===== src/rtl/quad_encoder_counter.sv =====
// rtl/quad_encoder_counter.sv - quadrature decoder with input filter, index re-zero, error flag and velocity window
module quad_encoder_counter #(
  parameter int               CNT_W      = 16,
  parameter int               FILT_LEN   = 4,
  parameter int               VEL_PERIOD = 50000,
  parameter logic [CNT_W-1:0] RESET_VAL  = {1'b1, {(CNT_W-1){1'b0}}}
) (
  input  logic             clk,
  input  logic             rst,
  input  logic             enc_a,
  input  logic             enc_b,
  input  logic             enc_z,
  input  logic [1:0]       mode,
  input  logic             mode_ld,
  input  logic             idx_clr_en,
  input  logic             err_clr,
  output logic [CNT_W-1:0] count,
  output logic             dir,
  output logic [CNT_W-1:0] velocity,
  output logic             vel_valid,
  output logic             err
);

  localparam int FCW = $clog2(FILT_LEN + 1);
  localparam int WCW = $clog2(VEL_PERIOD);
  localparam logic [WCW-1:0]   WLAST = WCW'(VEL_PERIOD - 1);
  localparam logic [CNT_W-1:0] VMAX  = {1'b0, {(CNT_W-1){1'b1}}};
  localparam logic [CNT_W-1:0] VMIN  = {1'b1, {(CNT_W-2){1'b0}}, 1'b1};

  logic [2:0] pins, s1, s2, filt, prev;
  assign pins = {enc_z, enc_b, enc_a};

  // Synchroniser flops are not reset so they keep tracking the pins through rst.
  always_ff @(posedge clk) begin
    s1 <= pins;
    s2 <= s1;
  end

  for (genvar i = 0; i < 3; i++) begin : g_filt
    logic           f;
    logic [FCW-1:0] fcnt;
    always_ff @(posedge clk) begin
      if (rst) begin
        f    <= s2[i];
        fcnt <= '0;
      end else if (s2[i] == f) begin
        fcnt <= '0;
      end else if (fcnt == FCW'(FILT_LEN - 1)) begin
        f    <= s2[i];
        fcnt <= '0;
      end else begin
        fcnt <= fcnt + 1'b1;
      end
    end
    assign filt[i] = f;
  end

  // Loading prev from the synchroniser during rst keeps the first decode after reset quiet.
  always_ff @(posedge clk) begin
    if (rst) prev <= s2;
    else     prev <= filt;
  end

  logic [1:0] mode_q;
  always_ff @(posedge clk) begin
    if (rst || mode_ld) mode_q <= mode;
  end

  logic       a_rise, a_fall, illegal, z_rise, step_up, step_dn;
  logic [1:0] pos_c, pos_p, pos_d;

  assign a_rise  = filt[0] & ~prev[0];
  assign a_fall  = ~filt[0] & prev[0];
  assign illegal = (filt[0] ^ prev[0]) & (filt[1] ^ prev[1]);
  assign z_rise  = filt[2] & ~prev[2];
  // Gray position 00->10->11->01 maps to 0..3, so a forward step is a +1 difference.
  assign pos_c   = {filt[1], filt[0] ^ filt[1]};
  assign pos_p   = {prev[1], prev[0] ^ prev[1]};
  assign pos_d   = pos_c - pos_p;

  always_comb begin
    step_up = 1'b0;
    step_dn = 1'b0;
    if (!illegal) begin
      case (mode_q)
        2'b01: begin
          step_up = a_rise & ~filt[1];
          step_dn = a_rise & filt[1];
        end
        2'b10: begin
          step_up = (a_rise & ~filt[1]) | (a_fall & filt[1]);
          step_dn = (a_rise & filt[1]) | (a_fall & ~filt[1]);
        end
        2'b11: begin
          step_up = (pos_d == 2'd1);
          step_dn = (pos_d == 2'd3);
        end
        default: ;
      endcase
    end
  end

  always_ff @(posedge clk) begin
    if (rst) begin
      count <= RESET_VAL;
      dir   <= 1'b0;
    end else begin
      if (idx_clr_en && z_rise) count <= RESET_VAL;
      else if (step_up)         count <= count + 1'b1;
      else if (step_dn)         count <= count - 1'b1;
      if (step_up)      dir <= 1'b1;
      else if (step_dn) dir <= 1'b0;
    end
  end

  always_ff @(posedge clk) begin
    if (rst)          err <= 1'b0;
    else if (illegal) err <= 1'b1;
    else if (err_clr) err <= 1'b0;
  end

  logic [CNT_W-1:0] acc, acc_nx;
  logic [WCW-1:0]   win;

  always_comb begin
    acc_nx = acc;
    if (step_up && acc != VMAX)      acc_nx = acc + 1'b1;
    else if (step_dn && acc != VMIN) acc_nx = acc - 1'b1;
  end

  always_ff @(posedge clk) begin
    if (rst) begin
      acc       <= '0;
      win       <= '0;
      velocity  <= '0;
      vel_valid <= 1'b0;
    end else if (win == WLAST) begin
      acc       <= '0;
      win       <= '0;
      velocity  <= acc_nx;
      vel_valid <= 1'b1;
    end else begin
      acc       <= acc_nx;
      win       <= win + 1'b1;
      vel_valid <= 1'b0;
    end
  end

endmodule


===== config.mk =====
export PLATFORM = sky130hd
export DESIGN_NAME = quad_encoder_counter
export DESIGN_NICKNAME = d
export VERILOG_FILES = /design/src/rtl/quad_encoder_counter.sv
export SDC_FILE = /design/constraint.sdc
export NUM_CORES = 1
export LEC_CHECK = 0
export ABC_AREA = 1
export CORE_AREA = 2 2 112 114
export CTS_CLUSTER_SIZE = 30
export DETAILED_ROUTE_END_ITERATION = 12
export DIE_AREA = 0 0 114 116
export PLACE_DENSITY_LB_ADDON = 0.25
export SETUP_SLACK_MARGIN = 0.15
export SYNTH_ARGS = -nofsm -noshare
export SYNTH_HDL_FRONTEND = slang
export SYNTH_SLANG_ARGS = --single-unit

===== constraint.sdc =====
create_clock -name clk -period 3.45 [get_ports clk]
set_clock_uncertainty 0.15 [all_clocks]
set_input_delay 0.345 -clock clk [delete_from_list [all_inputs] [get_ports clk]]
set_output_delay 0.345 -clock clk [all_outputs]
set_load 0.01 [all_outputs]

==> metrics, run 1 <==
FF-to-FF End=count[14]; GRT Util Overall=19.2%; clock slew seen by the registers of the worst setup and hold paths=60 ps; Final ANT Viol Nets=0; # diodes=0; nets@finish=833; largest net degree at the start of global routing=28; FILL cells=1178; Avg Vias per Cell=5.16; Worst Hold Launch=s1[0]; Synthesis Warnings=0; endpoint class of the critical path=flop; Detailed Place HPWL=8850 um; Final GP Congestion=0.916; cells after synthesis=755; top cell type's share of synthesized area=32.1%; RR Startpoint=g_filt[0].f; vias in the first global route=4618; leakage=2.77 nW; Tightest Pin Transition=787 ps; fin. max-slew vios=0; sum of negative setup slack=0 ps; R2R depth=16; synthesized area per cell=7.03 sq um; outcome=completed; die height=116 um; number of flops mapped to enable cells by yosys=5; io pins=45; DRC errors left=0; pwr/cell area=627 nW/um^2; share of post-route cells with drive strength above 1=7.01%; Yosys reg bits=90; RSZ-0062 raised after global routing=true; CTS tree=yes; CTS Buffer Depth=2; Final Setup Violations=0; critical path type=flop to flop; CP Data Required Time=3570 ps; max_cap viols=0; initial antenna violation count=0; Hold/Removal Path Class=flop to flop; CTS sink count=90; Tmin final=3100 ps; most frequent cell after synthesis=nand2_1; Site Rows=40; largest area contributor in the netlist=dfxtp_1; Iteration-0 DRC Markers=283; first-pass GRT wire length=20600 um; GRT Residual Overflow=0; count of hold-fix buffers inserted at cts=0; Synth cell types=43; Post-synth top flop=dfxtp_1; DP Cell Count=928; die width=114 um; headroom to the max-slew limit=47.2%; Layout area overhead=16.1%; Routed Wire Length=12100 um; routed len/inst=12.8 um; share of async-settable or async-resettable flops after synthesis=0%; flop2flop setup slack=350 ps; CTS Buf Count=9; hold path depth=0; clock latency on the worst-skew pair=350 ps; Mapped Area=5310 sq um; Die Footprint=13200 sq um; non-filler instance count after layout=946; critical-path maximum fanout=20; CP arrival=3220 ps; Root Driver=clkbuf_16; Tcrit/Tclk final=89.9%; Seq/Total Area, Yosys=34.9%; Worst Hold End=s2[0]; ranking of synthesized cells by area=dfxtp_1, nand2_1, ha_1; VDD IR max=0.440 mV; fmax=0.323 GHz; top post-synthesis cells by count=nand2_1, dfxtp_1, nor2_1; Startpoint Class=flop; Port Buffers=44; Starting Density=44.6%; Fin. Hold Viols=0; post-synthesis net count=794; placeable core region=11900 sq um; CTS H-tree lvls=3; drt first pass iters=4; via count=4886
==> power by group <==
group | leakage, nW | internal [mW] | switching (mW) | total, mW
logic | 1.88 | 0.622 | 0.956 | 1.58
registers | 0.744 | 1.15 | 0.121 | 1.27
clock network | 0.146 | 0.571 | 0.442 | 1.01
total | 2.77 | 2.34 | 1.52 | 3.86
==> metal layers <==
layer / vias to the layer above / wire, um / global-route usage [%]
li1: 2528 / - / -
met1: 2245 / 5840 / 25.0
met2: 96 / 5510 / 30.9
met3: 17 / 557 / 5.02
met4: 0 / 221 / 6.75
met5: - / 0 / 0
==> metrics by stage <==
step / util (%) / hold WS (ps) / total power [mW] / setup slack, ps / cell area, sq um
after global placement: 48.8 / 165 / 2.80 / 330 / 5810
final: 51.7 / 178 / 3.86 / 350 / 6160
after CTS: 51.3 / 181 / 3.85 / 259 / 6110
after detailed placement: 48.8 / 166 / 2.83 / 183 / 5810
after global routing: 51.7 / 187 / 4.15 / 120 / 6160
after floorplan: - / 160 / 2.47 / 496 / 5310
==> sequential cells by signal, summed over array words and instances, names as in the netlist <==
signal,flops
mode_q,2
win,16
acc,16
velocity,16
vel_valid,1
s2,3
count,16
s1,3
g_filt.f,3
g_filt.fcnt,9
dir,1
prev,3
err,1
==> repair_timing <==
action	in CTS	in global routing
setup endpoints to repair	1	5
pin swaps	0	1
resized for setup	1	4
endpoints found under the hold margin	0	0
setup buffers	0	2
==> cells by family after synthesis <==
logic type | share of synthesized area [%]
AOI/OAI and AO/OA | 9.92
adders and majority gates | 6.98
DFF | 34.9
buffers and inverters | 7.78
xor gates and xnor gates | 6.27
and+or+nand+nor | 34.2
==> area by class of cell <==
type                       instances  area [sq um]  area share [%]
clock buffer                      10           229            3.72
clock inverter                     6          72.6            1.18
inverter                          69           264            4.29
multi-input combinational        574          3070            49.9
sequential                        90          1850            30.1
tap                              147           184            2.99
timing repair buffer              50           485            7.88
==> critical path, cell delays in order (launching register included) <==
cell	delay (ps)
edfxtp_1	450
xnor2_1	220
ha_1	190
nand3b_1	140
nand2_1	60
nand2_1	50
nand2_1	120
nand2_8	200
inv_4	140
fa_1	430
o21ai_0	180
buf_4	160
nand2_1	50
nand2_1	90
nand2_1	90
a21o_1	190
a31oi_1	120
==> how the worst max path moves through the flow <==
stage	to	depth (start not counted)	slack, ps	from
3_5_place_dp	count[15]	16	180	g_filt[1].f
3_3_place_gp	count[15]	16	330	g_filt[1].f
4_1_cts	count[15]	16	260	g_filt[1].f
2_1_floorplan	count[14]	17	500	g_filt[1].f
5_1_grt	count[14]	16	120	g_filt[0].f
6_report	count[14]	16	350	g_filt[0].f
==> cells in the final DEF (no fill, tap or decap), types with 2 or more instances in the layout <==
master           Yosys  routed
nand2_2              2       2
xnor2_1             13      13
ha_1                28      27
o21ai_0             36      35
a21oi_2              1       2
a21o_1               3       3
or2_2                4       4
nand2_4              3       2
nor2_4               3       3
inv_2                4       4
nand3b_1             2       2
clkdlybuf4s50_1      0      44
inv_4                2       3
inv_1               61      61
a21oi_1             54      53
nand3_1             58      58
nand4_1             11      11
nor4_1               3       2
dfxtp_1             85      85
nor3_1              11      11
xor2_1              25      25
nand3_2              2       2
nor2_2               5       5
a31oi_1              3       3
nand2_1            226     226
buf_4                4       6
o21ai_1              1       2
nor4_2               1       2
nor2_1              69      69
clkbuf_16            0       9
edfxtp_1             5       5
clkinv_1             2       2
nand3_4              2       2
(Power assumes the default switching activity.)
==> inputs of run 2 (changes only) <==
Settings changed: DONT_BUFFER_PORTS from default to 1, MAX_ROUTING_LAYER from default to met4.
==> metrics, run 2 (synthesized netlist as in run 1, its figures left out) <==
Port Buffers=0; R2R depth=14; GRT Residual Overflow=0; GRT Util Overall=20.3%; clock slew seen by the registers of the worst setup and hold paths=70 ps; non-filler instance count after layout=909; endpoint class of the critical path=flop; FF-to-FF End=count[14]; CTS Buffer Depth=2; Critical Path Start=g_filt[1].f; critical path type=flop to flop; CP dominant cell by count=nand2_1; Final ANT Viol Nets=0; Root Driver=clkbuf_16; outcome=completed; via count=4756; pwr/cell area=664 nW/um^2; Post-Place Worst Slack=209 ps; CP arrival=3240 ps; clock latency on the worst-skew pair=350 ps; Startpoint Class=flop; first-pass GRT wire length=20700 um; Starting Density=44.6%; Detailed Place HPWL=9030 um; Routed Wire Length=12300 um; RSZ-0062 raised after global routing=false; fmax=0.321 GHz; CTS H-tree lvls=3; CP Cell Sequence=xnor2_1 -> ha_1 -> nor2_1 -> nand2_1 -> nand2_1 -> nand2_4 -> ha_1 -> nand2_1 -> inv_1 -> nand3_1 -> nor3_1 -> nand2_1 -> a21o_1 -> a31oi_1; CTS Buf Count=9; flop2flop setup slack=340 ps; most frequent cells in the layout=nand2_1, dfxtp_1, nor2_1, inv_1, nand3_1; sum of negative setup slack=0 ps; vias in the first global route=4500; fin. max-slew vios=0; share of post-route cells with drive strength above 1=7.61%; max_cap viols=0; Final Setup Violations=0; Tmin final=3110 ps; crit path capture=count[14]; critical-path maximum fanout=20; io pins=45; Tcrit/Tclk final=90.2%; drt first pass iters=5; Tightest Pin Transition=815 ps; initial antenna violation count=0; die width=114 um; DRC errors left=0; headroom to the max-slew limit=45.3%; Avg Vias per Cell=5.23; VDD IR max=0.524 mV; # diodes=0; crit-path leading delay family=simple AND/OR/NAND/NOR gates; placeable core region=11900 sq um; Design Power=3.85 mW; Layout area overhead=9.22%; crit path setup slack, layout=339 ps; slowest stage delay, CP=490 ps; Fin. Hold Viols=0; nets@finish=796; RR Startpoint=g_filt[1].f; largest net degree at the start of global routing=28; Iteration-0 DRC Markers=414; Die Footprint=13200 sq um; CTS tree=yes; die height=116 um; Site Rows=40; slowest CP cell=edfxtp_1; CTS sink count=90; CP Data Required Time=3580 ps; routed len/inst=13.6 um; Final GP Congestion=0.945; Hold/Removal Path Class=input port to flop; DP Cell Count=885; number of cells on the critical path=14; Worst Path Buf+Inv=1; leakage=2.66 nW; leading cell type in the layout, fill and taps excluded=nand2_1
==> run 2: changes by cell type in the layout (fill, tap and decap cells not counted), sizes merged <==
cell	previous run	this run
clkinvlp	1	2
inv	70	68
clkdlybuf4s50	44	0
bufinv	1	2
dlygate4sd3	0	6
buf	6	7
==> run 2: per-stage QoR <==
step / instance area (sq um) / utilization (%) / hold slack, ps
2_1_floorplan: 5310 / - / 160
3_3_place_gp: 5380 / 45.2 / 163
3_5_place_dp: 5380 / 45.2 / 162
4_1_cts: 5770 / 48.4 / 3.87
5_1_grt: 5800 / 48.7 / 28.5
6_report: 5800 / 48.7 / 7.03
==> run 2: tightest hold or removal path: stages <==
cell and delay, ps:
inv_1 20, nand2_1 50, a21oi_1 50
==> run 2: area by class of cell <==
cell class	count	area, sq um
inverter	69	264
clock buffer	10	239
sequential	90	1850
clock inverter	6	88.8
timing repair buffer	13	113
fill	1212	6110
multi-input combinational	574	3060
tap	147	184
==> run 2: how the worst min path moves through the flow <==
stage            start    end  slack (ps)  cells past startpoint
2_1_floorplan    s1[0]  s2[0]         160                      0
3_3_place_gp     s1[2]  s2[2]         160                      0
3_5_place_dp     s1[2]  s2[2]         160                      0
4_1_cts        err_clr    err           4                      3
5_1_grt        err_clr    err          30                      3
6_report       err_clr    err           7                      3
==> run 2: metal layers <==
layer  track usage, %  wire, um  up-vias
met2             31.9      5620      101
met3             3.50       619       26
met1             25.5      5830     2170
met5                -         0        -
met4             9.59       252        0
li1                 -         -     2459
==> run 2: timing repair <==
action                                 CTS  global route
setup endpoints to repair                0             6
endpoints found under the hold margin   10             0
buffers inserted                         0             2
resized for setup                        0             4
hold buffers                             6             0
==> run 2: where the power goes <==
group | total (mW) | internal (mW) | switching (mW)
Clock | 1.09 | 0.655 | 0.430
Combinational | 1.47 | 0.544 | 0.926
Sequential | 1.30 | 1.15 | 0.149
Total | 3.85 | 2.35 | 1.50
==> inputs of run 3 (changes only) <==
==> constraint.sdc (replaced) <==
create_clock -name clk -period 3.45 [get_ports clk]
set_clock_uncertainty 0.15 [all_clocks]
set_input_delay 0.8625 -clock clk [delete_from_list [all_inputs] [get_ports clk]]
set_output_delay 0.8625 -clock clk [all_outputs]
set_load 0.01 [all_outputs]
==> metrics, run 3 (synthesized netlist as in run 1, its figures left out) <==
pwr/cell area=670 nW/um^2; Design Power=3.85 mW; Starting Density=44.6%; Startpoint Class=flop; crit path setup slack, layout=336 ps; outcome=completed; DP Cell Count=885; VDD IR max=0.524 mV; drt first pass iters=5; CP arrival=3250 ps; Tmin final=3110 ps; first-pass GRT wire length=20600 um; max_cap viols=0; critical-path maximum fanout=20; leakage=2.63 nW; clock slew seen by the registers of the worst setup and hold paths=60 ps; Hold/Removal Path Class=flop to flop; nets@finish=790; clock latency on the worst-skew pair=350 ps; Post-Place Worst Slack=209 ps; non-filler instance count after layout=903; CP Data Required Time=3580 ps; Final Setup Violations=0; RSZ-0062 raised after global routing=false; io pins=45; leading cell type in the layout, fill and taps excluded=nand2_1; share of post-route cells with drive strength above 1=7.67%; critical path type=flop to flop; Detailed Place HPWL=9030 um; Tcrit/Tclk final=90.3%; placeable core region=11900 sq um; endpoint class of the critical path=flop; Routed Wire Length=12200 um; Fin. Hold Viols=0; # diodes=0; Site Rows=40; Port Buffers=0; Layout area overhead=8.09%; Iteration-0 DRC Markers=374; Root Driver=clkbuf_16; via count=4727; Tightest Pin Transition=812 ps; most frequent cells in the layout=nand2_1, dfxtp_1, nor2_1, inv_1, nand3_1; CTS sink count=90; largest net degree at the start of global routing=28; Final ANT Viol Nets=0; die width=114 um; DRC errors left=0; vias in the first global route=4449; die height=116 um; initial antenna violation count=0; Final GP Congestion=0.945; Avg Vias per Cell=5.23; sum of negative setup slack=0 ps; CTS Buffer Depth=2; CTS Buf Count=9; routed len/inst=13.6 um; CTS tree=yes; CTS H-tree lvls=3; fin. max-slew vios=0; Die Footprint=13200 sq um; GRT Residual Overflow=0; GRT Util Overall=20.2%; headroom to the max-slew limit=45.5%; fmax=0.321 GHz; WHS=178 ps
==> run 3: critical path: stages (launching register included) <==
cell	delay (ps)
edfxtp_1	490
xnor2_1	180
ha_1	290
nor2_1	180
nand2_1	70
nand2_1	100
nand2_4	170
ha_1	420
nand2_1	110
inv_1	130
nand3_1	130
nor3_1	160
nand2_1	130
a21o_1	200
a31oi_1	120
==> run 3: power by group <==
part	switching, mW	total, mW	internal [mW]
logic	0.928	1.47	0.539
clock network	0.427	1.08	0.655
registers	0.149	1.30	1.15
==> run 3: per-layer routing <==
| metal | global-route usage, % | share of wire, % |
|---|---|---|
| met2 | 31.3 | 45 |
| met1 | 25.5 | 48 |
| met4 | 9.59 | 2.3 |
| met3 | 3.50 | 4.3 |
| met5 | - | 0 |
==> run 3: cell type report <==
cell class	instances	area, sq um
fillers	1218	6170
inverters	69	264
repair buffers	7	52.6
multi-input cells	574	3060
well taps	147	184
clock inverters	6	88.8
flip-flops and latches	90	1850
clock buffers	10	239
==> run 3: what timing repair did <==
item / CTS / global route
hold buffers: 0 / 0
setup buffers: 0 / 2
resized for setup: 0 / 4
setup endpoints to repair: 0 / 6
==> run 3: final timing paths <==
kind	slack, ps	depth (start not counted)	startpoint	end
hold / removal	180	0	s1[0]	s2[0]
setup reg to reg	340	14	g_filt[1].f	count[14]
hold reg to reg	180	0	s1[0]	s2[0]
setup / recovery	340	14	g_filt[1].f	count[14]
==> run 3: through the flow <==
stage	utilization [%]	cell area, sq um
after floorplan	-	5310
after global placement	45.2	5380
after global routing	48.2	5740
after detailed placement	45.2	5380
final	48.2	5740
after CTS	47.9	5710
